**src/rtl/proc_mem_arbiter.sv**
```systemverilog
// proc_mem_arbiter
// ----------------
// Shared-memory front end for N_PORTS processor cores. One core at a time is
// granted round-robin; the granted request drives a single memory port for
// MEM_LATENCY cycles, then the core gets a one-cycle ACK together with the
// read data (reads only).
//
// Request handshake: a core raises REQ_READ and/or REQ_WRITE (level) with
// REQ_ADDR/REQ_WDATA stable. The arbiter samples requests only while idle.
// The request is complete when REQ_ACK[core] pulses for exactly one cycle.
// During that cycle REQ_RDATA is valid. The core must drop its request during
// the ACK cycle, or it is taken as a new request in the next idle cycle.
// WRITE wins over READ when both are high.
//
// Ports:
//   CLK, RST      clock (rising edge), synchronous active-high reset
//   REQ_READ      [N_PORTS]              per-core read request
//   REQ_WRITE     [N_PORTS]              per-core write request
//   REQ_ADDR      [N_PORTS*ADDR_WIDTH]   packed addresses, core i at i*ADDR_WIDTH
//   REQ_WDATA     [N_PORTS*DATA_WIDTH]   packed write data, same packing
//   REQ_ACK       [N_PORTS]              one-cycle completion pulse
//   REQ_RDATA     [DATA_WIDTH]           read data, held until the next read
//   GRANT_ID      [GW]                   core currently / last served
//   BUSY                                 high while in ACCESS or DONE
//   MEM_ADDR, MEM_DATA_OUT, MEM_READ, MEM_WRITE   memory command
//   MEM_DATA_IN                          memory read data
//   dbg_state     [2]                    FSM state (0 idle, 1 access, 2 done)

module proc_mem_arbiter #(
  parameter int N_PORTS     = 2,
  parameter int DATA_WIDTH  = 32,
  parameter int ADDR_WIDTH  = 26,
  parameter int MEM_LATENCY = 2,
  localparam int GW = (N_PORTS > 1) ? $clog2(N_PORTS) : 1
) (
  input  logic                           CLK,
  input  logic                           RST,
  input  logic [N_PORTS-1:0]             REQ_READ,
  input  logic [N_PORTS-1:0]             REQ_WRITE,
  input  logic [N_PORTS*ADDR_WIDTH-1:0]  REQ_ADDR,
  input  logic [N_PORTS*DATA_WIDTH-1:0]  REQ_WDATA,
  output logic [N_PORTS-1:0]             REQ_ACK,
  output logic [DATA_WIDTH-1:0]          REQ_RDATA,
  output logic [GW-1:0]                  GRANT_ID,
  output logic                           BUSY,
  output logic [ADDR_WIDTH-1:0]          MEM_ADDR,
  output logic [DATA_WIDTH-1:0]          MEM_DATA_OUT,
  input  logic [DATA_WIDTH-1:0]          MEM_DATA_IN,
  output logic                           MEM_READ,
  output logic                           MEM_WRITE,
  output logic [1:0]                     dbg_state
);

  // Counter must be able to hold MEM_LATENCY itself.
  localparam int CW = (MEM_LATENCY > 0) ? $clog2(MEM_LATENCY + 1) : 1;

  localparam logic [1:0] ST_IDLE   = 2'd0;
  localparam logic [1:0] ST_ACCESS = 2'd1;
  localparam logic [1:0] ST_DONE   = 2'd2;

  logic [1:0]            state;
  logic [GW-1:0]         last;
  logic [CW-1:0]         cnt;

  logic [N_PORTS-1:0]    pending;
  logic                  found;
  logic [GW-1:0]         pick;
  logic                  pick_write;
  logic [ADDR_WIDTH-1:0] pick_addr;
  logic [DATA_WIDTH-1:0] pick_wdata;
  logic [N_PORTS-1:0]    grant_onehot;

  assign pending   = REQ_READ | REQ_WRITE;
  assign dbg_state = state;

  // Round-robin search: start one past the last served core and wrap, so
  // the core just served is considered last.
  always_comb begin
    int idx;
    idx   = 0;
    found = 1'b0;
    pick  = '0;
    for (int k = 1; k <= N_PORTS; k++) begin
      idx = (int'(last) + k) % N_PORTS;
      if (!found && pending[idx[GW-1:0]]) begin
        found = 1'b1;
        pick  = idx[GW-1:0];
      end
    end
  end

  assign pick_write = REQ_WRITE[pick];
  assign pick_addr  = REQ_ADDR[pick*ADDR_WIDTH +: ADDR_WIDTH];
  assign pick_wdata = REQ_WDATA[pick*DATA_WIDTH +: DATA_WIDTH];

  always_comb begin
    grant_onehot           = '0;
    grant_onehot[GRANT_ID] = 1'b1;
  end

  always_ff @(posedge CLK) begin
    if (RST) begin
      state        <= ST_IDLE;
      last         <= GW'(N_PORTS - 1);
      cnt          <= '0;
      REQ_ACK      <= '0;
      REQ_RDATA    <= '0;
      GRANT_ID     <= '0;
      BUSY         <= 1'b0;
      MEM_ADDR     <= '0;
      MEM_DATA_OUT <= '0;
      MEM_READ     <= 1'b0;
      MEM_WRITE    <= 1'b0;
    end else begin
      case (state)
        ST_IDLE: begin
          REQ_ACK <= '0;
          if (found) begin
            state    <= ST_ACCESS;
            cnt      <= CW'(1);
            last     <= pick;
            GRANT_ID <= pick;
            BUSY     <= 1'b1;
            MEM_ADDR <= pick_addr;
            if (pick_write) begin
              MEM_WRITE    <= 1'b1;
              MEM_READ     <= 1'b0;
              MEM_DATA_OUT <= pick_wdata;
            end else begin
              MEM_WRITE    <= 1'b0;
              MEM_READ     <= 1'b1;
              MEM_DATA_OUT <= '0;
            end
          end else begin
            BUSY      <= 1'b0;
            MEM_READ  <= 1'b0;
            MEM_WRITE <= 1'b0;
          end
        end

        // The memory command registers already hold the latched transaction,
        // so nothing on REQ_* can disturb it from here on.
        ST_ACCESS: begin
          if (cnt == CW'(MEM_LATENCY)) begin
            if (MEM_READ) begin
              REQ_RDATA <= MEM_DATA_IN;
            end
            MEM_READ     <= 1'b0;
            MEM_WRITE    <= 1'b0;
            MEM_ADDR     <= '0;
            MEM_DATA_OUT <= '0;
            REQ_ACK      <= grant_onehot;
            state        <= ST_DONE;
          end else begin
            cnt <= cnt + 1'b1;
          end
        end

        ST_DONE: begin
          REQ_ACK <= '0;
          BUSY    <= 1'b0;
          state   <= ST_IDLE;
        end

        default: begin
          REQ_ACK   <= '0;
          BUSY      <= 1'b0;
          MEM_READ  <= 1'b0;
          MEM_WRITE <= 1'b0;
          state     <= ST_IDLE;
        end
      endcase
    end
  end

endmodule

```
**config.mk**
```make
export PLATFORM = sky130hd
export DESIGN_NAME = proc_mem_arbiter
export DESIGN_NICKNAME = d
export VERILOG_FILES = /design/src/rtl/proc_mem_arbiter.sv
export SDC_FILE = /design/constraint.sdc
export NUM_CORES = 1
export LEC_CHECK = 0
export BUFFER_PORTS_ARGS = -buffer_cell sky130_fd_sc_hd__buf_2
export CORE_MARGIN = 10
export CORE_UTILIZATION = 47
export DETAILED_ROUTE_END_ITERATION = 6
export GPL_TIMING_DRIVEN = 0
export PLACE_DENSITY = 0.85
export SETUP_SLACK_MARGIN = 0.05
export SLEW_MARGIN = 15
export SYNTH_ARGS = -nofsm -noshare
export SYNTH_HDL_FRONTEND = slang
export SYNTH_SLANG_ARGS = --single-unit
```
**constraint.sdc**
```tcl
create_clock -name CLK -period 4.12 [get_ports CLK]
set_input_delay 0.412 -clock CLK [delete_from_list [all_inputs] [get_ports CLK]]
set_output_delay 0.412 -clock CLK [all_outputs]
set_load 0.03 [all_outputs]
```
* Word-level counts from Yosys, hierarchy flattened
Cells that the tools add are included.
Storage, ports and cells: register bits after elaboration 101, latch bits 0, bits in writable memories 0, memory bits (read-only) 0, input port bits 154, output and inout bits 98, logic and storage cells 76, memories kept 0
Cells by class: add/sub/neg operators 3, multipliers 1, div/mod/pow operators 0, $lt $le $gt $ge 5, equality and inequality tests 6, shifts and indexed selects 2, muxes and demuxes 33, bitwise gates (word level) 3, reduce and logical (&&, ||, !) cells 12
Operators with widths (count):
- 32-bit 2-to-1 mux | 3
- 32-bit one-hot mux with 2 select lines | 1
- 64-bit by 7-bit indexed part select with 32-bit output | 1
- 26-bit 2-to-1 mux | 2
- 26-bit one-hot mux with 2 select lines | 1
- 52-bit by 7-bit indexed part select with 26-bit output | 1
- 1-bit 2-to-1 mux | 17
- 3-bit AND reduction | 3
- 1-bit by 2-bit less-than comparator with 1-bit output, second input constant | 4
- 2-bit one-hot mux with 2 select lines | 2
- 2-bit 2-to-1 mux | 3
- 2-bit != test, second input constant | 3
- 1-bit one-hot mux with 3 select lines | 2
- 2-bit AND reduction | 3
- 1-bit by 4-bit multiplier with 5-bit output, second input constant | 1
- 2-bit equality test, second input constant | 2
- 1-bit adder, second input constant | 2
- 2-bit by 1-bit adder with 2-bit output, second input constant | 1
- 2-bit by 1-bit equality test with 1-bit output, second input constant | 1
- 1-bit logical AND | 2
- 2-bit logical NOT | 1
- 1-bit NOT | 2
- 2-bit bitwise OR | 1
- 1-bit one-hot mux with 2 select lines | 1
- other kinds (5) | 5

* Depth between registers and ports, before layout
Gate-level depths: netlist of run 1.
depth in word-level cells 12, depth in mapped cells 8, gate-level depth less buffers 6

* Worst setup path after synthesis of run 1
No wires, ideal clock.
path kind input-to-reg, start point input REQ_WRITE[1], end point register MEM_ADDR[10], setup time 0.119 ns, arrival time 1.655 ns, data required time 4.001 ns, setup slack 2.346 ns, stages 6, path buffers 2, cells stage by stage or4_4 > nand2_1 > or2_2 > buf_2 > buf_2 > o2bb2ai_1
On the way: longest elaborated chain between the ends 11, elaborated cells between the ends (all ways) 17, those cells by class mul (1); eq/ne (1); shift (1); mux (10); bitwise (1); reduce/logical (3)
RTL lines:
- start: declaration | line 39 | input logic [N_PORTS-1:0] REQ_WRITE,
- 2-bit bitwise OR (*) | line 73 | assign pending = REQ_READ | REQ_WRITE;
- 1-bit 2-to-1 mux (implied by the code) (2 in a row) | line 85 | if (!found && pending[idx[GW-1:0]]) begin
- 1-bit 2-to-1 mux | line 85
- 1-bit logical NOT | line 85
- 1-bit logical AND | line 85
- 1-bit 2-to-1 mux | line 85
- 1-bit by 4-bit multiplier with 5-bit output | line 93 | assign pick_addr = REQ_ADDR[pick*ADDR_WIDTH +: ADDR_WIDTH];
- 52-bit by 7-bit indexed part select with 26-bit output | line 93
- 26-bit 2-to-1 mux | line 118 | if (found) begin
- 26-bit one-hot mux with 2 select lines | line 115 | case (state)
- end signal: assignment | line 124 | MEM_ADDR <= pick_addr;
- end: declaration | line 46 | output logic [ADDR_WIDTH-1:0] MEM_ADDR,
Mark *: on every way between the ends. The rest lies on a longest branch, timed or not. The select of a mux whose other input is x is not followed. A chain may end at the register's enable or synchronous reset.

* Worst setup path in the final report of run 1
start point register last, end point register MEM_DATA_OUT[5]
On the way: longest elaborated chain between the ends 12, elaborated cells between the ends (all ways) 20, those cells by class add/sub (2); eq/ne (1); shift (1); mux (13); reduce/logical (3)
RTL lines:
- start: declaration | line 62 | logic [GW-1:0] last;
- start signal: assignment | line 104 | last <= GW'(N_PORTS - 1);
- start signal: assignment | line 121 | last <= pick;
- parallel branches: the longest is 12 deep, another holds 1-bit adder
- end signal: assignment | line 128 | MEM_DATA_OUT <= pick_wdata;
- end: declaration | line 47 | output logic [DATA_WIDTH-1:0] MEM_DATA_OUT,
Parallel ways; which one is timed is not known. The select of a mux whose other input is x is not followed.

==> summary.txt, run 1 <==
STA
  • Unrepaired setup endpoints after global routing: no
  • Clock Skew: 9.91 ps
  • Achievable Freq: 510 MHz
  • Worst-Margin Slew: 725 ps
  • Worst rel slew slack: 51.3%
  • Final hold vios: 0
  • Max Slew Vio Count: 0
  • Setup TNS Final: 0 ps
  • Final setup fails: 0
  • Tcrit/Tclk final: 47.6%
  • Tmin final: 1960 ps

Die
  • Die area: 0.0136 mm2
  • Number of top-level pins: 252
  • Chip height: 117 um
  • Core ar.: 0.00915 mm2
  • Die X-Extent: 117 um
  • Initial Utilization: 47.9%
  • Row Count: 35

Synthesis
  • EDFF count, synth: 0
  • Cell variety after synth: 34
  • Flops & latches, synth: 101
  • Register area share after synthesis: 46.2%
  • Post-Syn Area: 0.00438 mm2
  • Synth Flop Type: dfxtp_1
  • Ys Warns: 0
  • Cells after Synth: 504
  • Syn nets: 659
  • Asr flop ratio synth: 0%
  • Avg Cell Area, Syn: 8.69 um2

Run status
  • Status: completed

Clock tree
  • Cts repair resizes: 0
  • Reg clk slew, reported paths: 110 ps
  • Clk root buf: clkbuf_8
  • H-tree depth: 3
  • Clk_lat worst skew: 360 ps
  • # hold bufs at CTS: 0
  • Clock buffer count from CTS: 9
  • Post-CTS setup buffers: 0
  • Clk sinks: 101
  • Maximum clock path buffer count: 2
  • TritonCTS clock tree: built

Place
  • GPL Wtd Cong: 0.825
  • Post-place instance area: 0.00578 mm2
  • DP HPWL: 12.2 mm
  • Buffers on Ports: 251

Drt
  • Post-Route WL: 15.2 mm
  • WL/cell: 17.2 um
  • DRC: 0
  • Drt initial violations: 227
  • Via density per instance: 5.21
  • DR pass1 iterations: 4
  • Number of nets with antenna violations after routing: 0
  • Via Count: 4603

Setup path
  • Crit path required time: 4400 ps
  • Reg-to-Reg Start: last
  • Worst setup SP type: flip-flop
  • CP max FO: 10
  • Critical Path End: MEM_DATA_OUT[5]
  • Arrival @ worst endpoint: 2240 ps
  • RR Endpoint: MEM_DATA_OUT[5]
  • Critical Path Sink Type: flip-flop
  • Crit. Startpoint: last
  • Worst R2R Path Depth: 5
  • Kind of critical path: reg -> reg
  • Reg2Reg Setup Slack: 2160 ps

Final layout
  • Design area: 0.00596 mm2
  • Area grow syn2layout: 36.0%
  • Share of layout cells above drive strength 1: 37.4%
  • Fill cells: 803
  • Final net count: 921

Global route
  • GR Util met3: 6.32%
  • Largest net degree at the start of global routing: 19
  • GR Overflow Total: 0
  • Most Crowded Layer GR: met2
  • Global-route wire length before repair: 22.9 mm
  • Vias in the first global route: 4728
  • Global Route Usage Sum: 21.0%
  • GR Util met2: 36.3%
  • Met1 Usage GRT: 23.7%
  • Initial antenna violation count: 2

Power and ir drop
  • Power per cell area: 372 mW/mm2
  • Worst VDD drop: 0.251 mV
  • LEAKAGE: 0.00292 uW

Flow run
  • Maxcap violations: 0

Hold path
  • Min-delay src: MEM_DATA_IN[20]
  • Hold/Removal Path Class: in -> reg
[final cells by class]
cell class	instances	area, um2	area share, %
inverters	2	7.51	0.126
clock buffers	9	124	2.08
well taps	111	139	2.33
diodes	2	5.00	0.0840
repair buffers	251	1260	21.1
plain buffers	48	214	3.59
multi-input cells	353	2140	35.9
clock inverters	7	55.1	0.924
flip-flops and latches	101	2020	33.9
[cells in the mapped netlist, drive strengths merged, types with 7 or more instances]
master     n  area (um2)
a21boi    32         240
a21oi     70         350
and3      33         206
buf       15        90.1
clkbuf    33         124
dfxtp    101        2020
mux2i     27         270
nand2    103         394
nor2       7        26.3
o211ai    32         240
o2bb2ai   26         228
[where the power goes]
part | internal [uW] | switching, uW | total [uW]
Combinational | 205 | 343 | 548
Sequential | 1040 | 34.6 | 1070
Clock | 229 | 366 | 595
[critical path, cell delays in order, from the launching register on]
cell,delay [ps]
dfxtp_1,340
and3b_1,190
nor3_1,560
clkbuf_1,440
o211ai_1,160
a21oi_1,180
[metrics by stage]
stage	hold slack, ps	utilization (%)	power (uW)	instances	setup slack, ps
after global routing	244	65.1	2320	884	1970
final	270	65.1	2220	884	2160
after floorplan	445	-	1440	504	2350
after global placement	437	63.1	1630	866	1970
after CTS	255	65.1	2230	882	2160
after detailed placement	443	63.1	1640	866	1920
[layer usage]
metal,vias to the layer above,wire length [um]
met1,2100,6150
met3,26,1030
li1,2310,-
met4,0,329
met2,167,7670
met5,-,0
[worst min path at each step]
stage                                  end  slack [ps]  cells after the start
after floorplan                     cnt[0]         450                      2
after global placement    MEM_DATA_OUT[22]         440                      2
after detailed placement      MEM_ADDR[13]         440                      1
after CTS                    REQ_RDATA[20]         250                      3
after global routing         REQ_RDATA[18]         240                      3
final                        REQ_RDATA[20]         270                      3
[state kept, by name, summed over array words and instances (netlist names)]
signal,count
REQ_RDATA,32
MEM_READ,1
MEM_WRITE,1
cnt,2
MEM_ADDR,26
GRANT_ID,1
REQ_ACK,2
dbg_state,2
last,1
BUSY,1
MEM_DATA_OUT,32
[cells in the final DEF, fill, tap and decap left out, types with 2 or more instances in the layout]
| cell type | synthesis | routed |
|---|---|---|
| or2_2 | 2 | 2 |
| clkinv_2 | 0 | 2 |
| inv_6 | 0 | 3 |
| and3_1 | 33 | 33 |
| nor3_1 | 2 | 2 |
| clkbuf_8 | 0 | 9 |
| buf_6 | 2 | 2 |
| a21boi_0 | 32 | 32 |
| mux2i_1 | 27 | 27 |
| dfxtp_1 | 101 | 101 |
| o211ai_1 | 32 | 32 |
| nand2_1 | 102 | 102 |
| buf_2 | 12 | 263 |
| clkbuf_1 | 33 | 33 |
| o21ai_0 | 2 | 2 |
| inv_1 | 2 | 2 |
| a21oi_1 | 70 | 70 |
| diode_2 | 0 | 2 |
| nor2_1 | 7 | 7 |
| o2bb2ai_1 | 26 | 26 |
| a21o_1 | 2 | 2 |
[cells by family after synthesis]
group	share of synthesized area, %
fa+ha+maj	0.286
buf+inv	5.06
simple gates	16.1
mux	6.17
flops	46.2
compound gates	26.3
(Power assumes the default switching activity.)
==> inputs of run 2 (changes only) <==
CORE_UTILIZATION = 44   (was 47)
PLACE_DENSITY = 0.8   (was 0.85)
clock period = 1.9 ns   (was 4.12 ns; I/O delays follow)
==> summary.txt, run 2 (synthesis gave the netlist of run 1 again) <==
STA
  • Worst rel slew slack: 60.6% (was 51.3%)
  • Clock Skew: 13.9 ps (was 9.91 ps)
  • Final setup fails: 0 (unchanged)
  • Worst-Margin Slew: 592 ps (was 725 ps)
  • Final hold slack: 54.4 ps (was 270 ps)
  • Tcrit/Tclk final: 92.7% (was 47.6%)
  • Final hold vios: 0 (unchanged)
  • Unrepaired setup endpoints after global routing: yes (was no)
  • Tmin final: 1760 ps (was 1960 ps)
  • Achievable Freq: 568 MHz (was 510 MHz)
  • Max Slew Vio Count: 0 (unchanged)

Drt
  • WL/cell: 17.0 um (was 17.2 um)
  • Number of nets with antenna violations after routing: 0 (unchanged)
  • DR pass1 iterations: 5 (was 4)
  • Drt initial violations: 200 (was 227)
  • Via density per instance: 5.14 (was 5.21)
  • Post-Route WL: 15.3 mm (was 15.2 mm)
  • Via Count: 4650 (was 4603)
  • DRC: 0 (unchanged)

Die
  • Row Count: 36 (was 35)
  • Chip height: 120 um (was 117 um)
  • Die X-Extent: 120 um (was 117 um)
  • Core ar.: 0.00973 mm2 (was 0.00915 mm2)
  • Die area: 0.0143 mm2 (was 0.0136 mm2)
  • Number of top-level pins: 252 (unchanged)
  • Initial Utilization: 45.0% (was 47.9%)

Global route
  • Global-route wire length before repair: 24.0 mm (was 22.9 mm)
  • Initial antenna violation count: 1 (was 2)
  • GR Overflow Total: 0 (unchanged)
  • Vias in the first global route: 4863 (was 4728)
  • Global Route Usage Sum: 20.0% (was 21.0%)
  • Largest net degree at the start of global routing: 19 (unchanged)

Final layout
  • Final net count: 920 (was 921)
  • Top Registers: MEM_DATA_OUT x32, REQ_RDATA x32, MEM_ADDR x26 (unchanged)
  • Share of layout cells above drive strength 1: 38.4% (was 37.4%)
  • Commonest non-fill, non-tap cell in the layout: buf_2 (unchanged)
  • Commonest cells after routing, fill and taps aside: buf_2 (263), dfxtp_1 (101), nand2_1 (101) (was buf_2 (263), nand2_1 (102), dfxtp_1 (101))
  • Design area: 0.00603 mm2 (was 0.00596 mm2)
  • Fill cells: 895 (was 803)
  • Area grow syn2layout: 37.7% (was 36.0%)

Power and ir drop
  • Comb pwr share: 24.1% (was 24.7%)
  • Switching power: 1610 uW (was 743 uW)
  • Switching portion of total power: 32.6% (was 33.6%)
  • Internal power: 3330 uW (was 1470 uW)
  • Clock Power Share: 28.8% (was 26.9%)
  • Worst VDD drop: 0.395 mV (was 0.251 mV)
  • Power per cell area: 820 mW/mm2 (was 372 mW/mm2)
  • LEAKAGE: 0.00294 uW (was 0.00292 uW)
  • Power share of the sequential group: 47.1% (was 48.4%)

Clock tree
  • Clk sinks: 101 (unchanged)
  • Cts repair resizes: 2 (was 0)
  • Post-CTS setup buffers: 0 (unchanged)
  • Maximum clock path buffer count: 2 (unchanged)
  • Clk root buf: clkbuf_8 (unchanged)
  • TritonCTS clock tree: built (unchanged)
  • # hold bufs at CTS: 0 (unchanged)
  • Clock buffer count from CTS: 9 (unchanged)
  • Clk_lat worst skew: 360 ps (about the same)
  • H-tree depth: 3 (unchanged)
  • Reg clk slew, reported paths: 110 ps (about the same)

Setup path
  • CP max stage cell: dfxtp_1 (was nor3_1)
  • CP max stage delay: 430 ps (was 560 ps)
  • Crit path required time: 2190 ps (was 4400 ps)
  • Worst setup SP type: flip-flop (unchanged)
  • Critical Path Sink Type: flip-flop (unchanged)
  • Arrival @ worst endpoint: 2050 ps (was 2240 ps)
  • Crit-path cells: nor2_2 -> nand2_2 -> or2_2 -> buf_2 -> buf_2 -> o2bb2ai_1 (was and3b_1 -> nor3_1 -> clkbuf_1 -> o211ai_1 -> a21oi_1)
  • CP max FO: 10 (unchanged)
  • Kind of critical path: reg -> reg (unchanged)
  • CP dominant cell by count: buf_2

Flow run
  • Maxcap violations: 0 (unchanged)

Place
  • GPL Wtd Cong: 0.832 (was 0.825)
  • DP HPWL: 12.4 mm (was 12.2 mm)
  • Buffers on Ports: 251 (unchanged)
  • Post-place instance area: 0.00580 mm2 (was 0.00578 mm2)

Hold path
  • Hold/Removal Path Class: in -> reg (unchanged)

Run status
  • Status: completed (unchanged)
## run 2: stage by stage
step	utilization, %	TNS (ps)	std cells	power [uW]	worst slack, ps
after floorplan	-	0	504	3120	187
after global placement	59.6	-7.59	888	3540	-7.59
after detailed placement	59.6	-661	888	3560	-49.2
after CTS	61.8	0	903	4970	44.7
after global routing	62.0	0	904	5180	19.6
final	62.0	0	904	4950	139
## run 2: metal layers
| metal | up-vias | GRT usage [%] | routed length [um] |
|---|---|---|---|
| li1 | 2312 | - | - |
| met3 | 28 | 5.49 | 980 |
| met2 | 178 | 35.0 | 7510 |
| met5 | - | 0 | 0 |
| met4 | 0 | 7.62 | 409 |
| met1 | 2132 | 22.7 | 6430 |
## run 2: final timing paths
kind	start	endpoint	slack (ps)	cells after the start
min reg2reg	MEM_DATA_OUT[22]	MEM_DATA_OUT[22]	460	2
max	dbg_state[1]	MEM_ADDR[19]	140	6
min	MEM_DATA_IN[18]	REQ_RDATA[18]	50	3
max reg2reg	dbg_state[1]	MEM_ADDR[19]	140	6
## run 2: critical path: cells and delay by family, from the launching register on
kind / cells / cell delay, ps
and+or+nand+nor: 3 / 730
AOI/OAI and AO/OA: 1 / 170
buffers and inverters: 2 / 360
DFF: 1 / 430
## run 2: layout make-up
cell class | instances | area [um2] | share of cell area, %
diodes | 1 | 2.50 | 0.0415
plain buffers | 47 | 214 | 3.55
clock buffers | 9 | 124 | 2.05
clock inverters | 7 | 82.6 | 1.37
inverters | 2 | 7.51 | 0.124
multi-input cells | 353 | 2160 | 35.8
flip-flops and latches | 101 | 2020 | 33.5
well taps | 133 | 166 | 2.76
repair buffers | 251 | 1260 | 20.8
## run 2: power groups by stage
stage / logic, uW / registers [uW] / clock network (uW)
after CTS: 1200 / 2330 / 1450
after detailed placement: 1190 / 2370 / 0
final: 1190 / 2330 / 1420
after floorplan: 501 / 2620 / 0
after global placement: 1170 / 2370 / 0
after global routing: 1290 / 2350 / 1540
